==> src/rtl/tcam_pkg.sv <==
`timescale 1ns/1ps
`default_nettype none
// tcam_pkg: lookup-host state encoding, result field layout and default TCAM register map.
// Rev 1.0
package tcam_pkg;

    localparam logic [31:0] DefaultKeyAddr    = 32'h0000_0000;
    localparam logic [31:0] DefaultResultAddr = 32'h0000_0004;

    localparam int HitBit   = 31;
    localparam int IndexW   = 6;
    localparam int TimeoutW = 8;

    typedef enum logic [2:0] {
        IDLE   = 3'd0,
        WR_REQ = 3'd1,
        WR_RSP = 3'd2,
        RD_REQ = 3'd3,
        RD_RSP = 3'd4,
        RESP   = 3'd5
    } state_e;

endpackage
`default_nettype wire

==> src/rtl/tlul_pkg.sv <==
`timescale 1ns/1ps
`default_nettype none
// tlul_pkg: TL-UL channel structures and opcodes shared by hosts and devices.
// Rev 1.0
package tlul_pkg;

    typedef enum logic [2:0] {
        PutFullData    = 3'h0,
        PutPartialData = 3'h1,
        Get            = 3'h4
    } tl_a_op_e;

    typedef enum logic [2:0] {
        AccessAck     = 3'h0,
        AccessAckData = 3'h1
    } tl_d_op_e;

    typedef struct packed {
        logic        a_valid;
        tl_a_op_e    a_opcode;
        logic [2:0]  a_param;
        logic [1:0]  a_size;
        logic [7:0]  a_source;
        logic [31:0] a_address;
        logic [3:0]  a_mask;
        logic [31:0] a_data;
        logic        d_ready;
    } tl_h2d_t;

    typedef struct packed {
        logic        d_valid;
        tl_d_op_e    d_opcode;
        logic [2:0]  d_param;
        logic [1:0]  d_size;
        logic [7:0]  d_source;
        logic        d_sink;
        logic [31:0] d_data;
        logic        d_error;
        logic        a_ready;
    } tl_d2h_t;

endpackage
`default_nettype wire

==> src/rtl/tcam_lookup_host.sv <==
`timescale 1ns/1ps
`default_nettype none
// tcam_lookup_host: writes a search key to the TCAM over TL-UL, reads back the result register.
// Rev 1.0
module tcam_lookup_host
    import tcam_pkg::*;
#(
    parameter logic [31:0] KeyAddr       = DefaultKeyAddr,
    parameter logic [31:0] ResultAddr    = DefaultResultAddr,
    parameter int unsigned TimeoutCycles = 255
) (
    input  logic                clk_i,
    input  logic                rst_ni,
    input  logic                req_valid_i,
    output logic                req_ready_o,
    input  logic [31:0]         req_key_i,
    output logic                rsp_valid_o,
    input  logic                rsp_ready_i,
    output logic                rsp_hit_o,
    output logic [IndexW-1:0]   rsp_index_o,
    output logic                rsp_err_o,
    output tlul_pkg::tl_h2d_t   tl_h_o,
    input  tlul_pkg::tl_d2h_t   tl_h_i
);

    localparam logic [TimeoutW-1:0] TimeoutLast = TimeoutW'(TimeoutCycles - 1);

    state_e              state_q, state_d;
    logic [31:0]         key_q, key_d;
    logic [TimeoutW-1:0] cnt_q, cnt_d;
    logic                hit_q, hit_d;
    logic [IndexW-1:0]   index_q, index_d;
    logic                err_q, err_d;

    logic w_timeout;
    logic w_unused_tl;

    assign w_timeout   = (cnt_q == TimeoutLast);
    assign w_unused_tl = ^{tl_h_i.d_opcode, tl_h_i.d_param, tl_h_i.d_size, tl_h_i.d_source,
                           tl_h_i.d_sink, tl_h_i.d_data[HitBit-1:IndexW]};

    always_ff @(posedge clk_i or negedge rst_ni) begin
        if (!rst_ni) begin
            state_q <= IDLE;
            key_q   <= '0;
            cnt_q   <= '0;
            hit_q   <= 1'b0;
            index_q <= '0;
            err_q   <= 1'b0;
        end else begin
            state_q <= state_d;
            key_q   <= key_d;
            cnt_q   <= cnt_d;
            hit_q   <= hit_d;
            index_q <= index_d;
            err_q   <= err_d;
        end
    end

    always_comb begin
        state_d = state_q;
        key_d   = key_q;
        cnt_d   = cnt_q;
        hit_d   = hit_q;
        index_d = index_q;
        err_d   = err_q;

        case (state_q)
            IDLE: begin
                if (req_valid_i) begin
                    key_d   = req_key_i;
                    state_d = WR_REQ;
                end
            end
            WR_REQ: begin
                if (tl_h_i.a_ready) begin
                    cnt_d   = '0;
                    state_d = WR_RSP;
                end
            end
            WR_RSP: begin
                // A response in the timeout cycle still wins over the timeout.
                if (tl_h_i.d_valid) begin
                    if (tl_h_i.d_error) begin
                        hit_d   = 1'b0;
                        index_d = '0;
                        err_d   = 1'b1;
                        state_d = RESP;
                    end else begin
                        state_d = RD_REQ;
                    end
                end else begin
                    cnt_d = cnt_q + 1'b1;
                    if (w_timeout) begin
                        hit_d   = 1'b0;
                        index_d = '0;
                        err_d   = 1'b1;
                        state_d = RESP;
                    end
                end
            end
            RD_REQ: begin
                if (tl_h_i.a_ready) begin
                    cnt_d   = '0;
                    state_d = RD_RSP;
                end
            end
            RD_RSP: begin
                if (tl_h_i.d_valid) begin
                    hit_d   = tl_h_i.d_data[HitBit] & ~tl_h_i.d_error;
                    index_d = tl_h_i.d_error ? '0 : tl_h_i.d_data[IndexW-1:0];
                    err_d   = tl_h_i.d_error;
                    state_d = RESP;
                end else begin
                    cnt_d = cnt_q + 1'b1;
                    if (w_timeout) begin
                        hit_d   = 1'b0;
                        index_d = '0;
                        err_d   = 1'b1;
                        state_d = RESP;
                    end
                end
            end
            RESP: begin
                if (rsp_ready_i) begin
                    state_d = IDLE;
                end
            end
            default: begin
                state_d = IDLE;
            end
        endcase
    end

    // Request fields depend only on state and the latched key, so they hold until a_ready.
    always_comb begin
        tl_h_o          = '0;
        tl_h_o.a_size   = 2'd2;
        tl_h_o.a_mask   = 4'hF;
        tl_h_o.a_source = 8'd0;
        case (state_q)
            WR_REQ: begin
                tl_h_o.a_valid   = 1'b1;
                tl_h_o.a_opcode  = tlul_pkg::PutFullData;
                tl_h_o.a_address = KeyAddr;
                tl_h_o.a_data    = key_q;
            end
            RD_REQ: begin
                tl_h_o.a_valid   = 1'b1;
                tl_h_o.a_opcode  = tlul_pkg::Get;
                tl_h_o.a_address = ResultAddr;
            end
            WR_RSP, RD_RSP: begin
                tl_h_o.d_ready = 1'b1;
            end
            default: begin
                tl_h_o.a_valid = 1'b0;
            end
        endcase
    end

    assign req_ready_o = (state_q == IDLE);
    assign rsp_valid_o = (state_q == RESP);
    assign rsp_hit_o   = hit_q;
    assign rsp_index_o = index_q;
    assign rsp_err_o   = err_q;

endmodule
`default_nettype wire

==> config.mk <==
export PLATFORM = sky130hd
export DESIGN_NAME = tcam_lookup_host
export DESIGN_NICKNAME = d
export VERILOG_FILES = /design/src/rtl/tcam_pkg.sv /design/src/rtl/tlul_pkg.sv /design/src/rtl/tcam_lookup_host.sv
export SDC_FILE = /design/constraint.sdc
export NUM_CORES = 1
export LEC_CHECK = 0
export ABC_AREA = 1
export CAP_MARGIN = 20
export CORE_MARGIN = 2
export CORE_UTILIZATION = 30
export CTS_CLUSTER_DIAMETER = 150
export DETAILED_ROUTE_END_ITERATION = 10
export PLACE_DENSITY = 0.68
export SYNTH_ARGS = -nofsm -noshare
export SYNTH_HDL_FRONTEND = slang
export SYNTH_SLANG_ARGS = --single-unit
==> constraint.sdc <==
create_clock -name clk_i -period 2.31 [get_ports clk_i]
set_input_delay 0.5775 -clock clk_i [delete_from_list [all_inputs] [get_ports clk_i]]
set_output_delay 0.5775 -clock clk_i [all_outputs]
set_load 0.005 [all_outputs]
==> impl_results.md <==
- CP delay by family, top: buffers and inverters
- Post-route ant nets: 0
- RD Place Congestion: 0.819
- Arrival @ worst endpoint: 1.72 ns
- Final Cycle Share: 0.994
- CTS sink count: 51
- HP Class: input pin to asynchronous set/reset pin
- Fill count: 920
- Crit path kind: flip-flop to output pin
- Flops & latches, synth: 51
- Peak supply drop: 521 µV
- Worst skew pair latency: 0.30 ns
- DR vias/cell: 4.02
- Synthesized area: 0.00285 mm²
- Hold-fix buffers, CTS: 0
- Cell taking the most area after synthesis: dfrtp_1
- Synth unique cells: 25
- Initial DRC count: 89
- P per Cell Area: 1070 mW/mm²
- Post-synthesis sequential area ratio: 0.447
- Highest Clock Rate: 0.436 GHz
- Gr usage total: 0.122
- Fin. Hold Viols: 0
- First-pass GRT wire length: 10100 µm
- Max Root-Sink Buffers: 2
- CP most frequent cell: nand2_2
- RSZ-0062 raised after global routing: yes
- Layout Nets: 559
- Full die area: 0.0103 mm²
- Std cell rows: 35
- Setup TNS: 0 ns
- Global-route met1 utilization: 0.147
- GRT busiest layer: met2
- CP cell instances: buf_4 > nor2_2 > nand2_2 > nand2_2 > clkdlybuf4s50_1
- WL/cell: 10.9 µm
- Starting Density: 0.309
- Crit end category: output pin
- Top cell type's share of synthesized area: 0.447
- Post-route cell area: 0.00397 mm²
- Clock transition at path regs: 0.11 ns
- Slew Viols, Final: 0
- Most frequent cells in the layout: 77 x nor2_1, 57 x nand2_1, 55 x clkdlybuf4s50_1, 50 x conb_1, 50 x dfrtp_1
- Most common cell after layout, fill and taps aside: nor2_1
- Total number of vias: 2406
- Area grow syn2layout: 39.0%
- Core area: 0.00924 mm²
- DRC: 0
- Max incr delay on CP: 0.51 ns
- Vias in the first global route: 2239
- Share of post-route cells with drive strength above 1: 0.0936
- Critical path's slowest cell: clkdlybuf4s50_1
- DRT Wirelength: 6510 µm
- Buf/Inv on CP: 2
- Max Cap Viol: 0
- CTS tree: yes
- Die height: 102 µm
- TritonCTS Buffers: 5
- CTS Root Cell: clkbuf_8
- Final min period: 2.30 ns
- Req. time, crit path: 1.73 ns
- Pin count of the biggest net entering global routing: 41
- # H-tree levels: 2
- CP max FO: 5
- Worst rel slew slack: 0.659
- Power Total: 0.00424 W
- Clock Skews: 0.0120 ns
- Yosys warns: 0
- Static leakage: 2.27 nW
- Cells after Synth: 368
- Drt pass-1 iters: 4
- Setup violators final: 0
- Grt met2 use: 0.218
- Initial antenna violation count: 0
- Largest cells by area after synthesis: dfrtp_1 45%, buf_4 13%, nor2_1 10%, nand2_1 7.8%, inv_1 6.3%
- DP Area: 0.00374 mm²
- Mean Syn Cell Area: 7.76 µm²
- # diodes: 0
- GRT overflow: 0
- DPL Wire Length: 4730 µm
- Ports: 184
- Slew @ Worst Pin: 0.511 ns
- M3 GR Usage: 0.0366
- Status: finished, final reports clean
- Port Buffer Count: 91
- Die width: 102 µm
- Critical Path Source Type: flip-flop
==> logic make-up after synthesis <==
kind of cell,count (synthesis),share of synthesized area
DFF,51,0.447
other,2,0.00263
AOI/OAI and AO/OA,42,0.0737
xor gates and xnor gates,3,0.00921
buffers and inverters,111,0.224
and+or+nand+nor,157,0.235
adders and majority gates,2,0.00877
==> worst paths after layout <==
| path | start | to | slack [ns] | depth (start not counted) |
|---|---|---|---|---|
| min in group clk_i | rsp_index_o[1] | rsp_index_o[1] | 0.48 | 2 |
| max in group asynchronous | rst_ni | key_q[12] | 1.53 | 2 |
| worst max-delay path | state_q[0] | tl_h_o[0] | 0.01 | 5 |
| worst min register to register | rsp_index_o[1] | rsp_index_o[1] | 0.48 | 2 |
| worst min-delay path | rst_ni | rsp_index_o[4] | 0.23 | 1 |
| worst max register to register | state_q[0] | key_q[7] | 0.76 | 8 |
==> area by class of cell <==
class,count,area (µm²),share of cell area
multi-input combinational,254,1130,0.286
clock buffer,5,68.8,0.0173
timing repair buffer,106,1090,0.274
sequential,51,1280,0.322
inverter,51,191,0.0482
clock inverter,3,46.3,0.0117
tap,129,161,0.0407
==> stage by stage <==
step	instances	setup slack [ns]	hold slack, ns	utilization
after floorplan	416	0.697	0.282	-
after global placement	583	0.160	0.461	0.405
after detailed placement	583	0.148	0.466	0.405
after CTS	595	0.000242	0.243	0.419
after global routing	599	-0.0777	0.245	0.429
final	599	0.0146	0.227	0.429
==> Yosys cell counts, drive strengths merged <==
cell type and number:
nand3 11, conb 2, ha 2, nor3 1, dfrtp 51, a21oi 33, nand2 63, xor2 2
nand4 2, buf 60, xnor2 1, nor2 79, o21ai 9, inv 51, nor3b 1
==> registers in the layout, summed over array words and instances (netlist names) <==
| name | cells |
|---|---|
| cnt_q | 8 |
| key_q | 32 |
| state_q | 3 |
| rsp_err_o | 1 |
| rsp_hit_o | 1 |
| rsp_index_o | 6 |
==> report_power, final <==
group          internal [W]  total, W  switching, W
logic               0.00110   0.00221       0.00111
registers           0.00125   0.00139      0.000139
clock network      0.000327  0.000635      0.000308
total               0.00268   0.00424       0.00156
==> timing repair <==
action / CTS / global route
pin swaps: 1 / 2
gates cloned: 0 / 1
endpoints found under the setup margin: 34 / 14
gates resized for setup: 27 / 26
setup buffers: 4 / 3
==> routing by layer <==
| layer | share of wire | vias to the layer above |
|---|---|---|
| met5 | 0 | - |
| met4 | 0 | 0 |
| met3 | 0.051 | 0 |
| met2 | 0.52 | 85 |
| met1 | 0.43 | 1110 |
| li1 | - | 1211 |
Power figures use the tool's default switching activity.
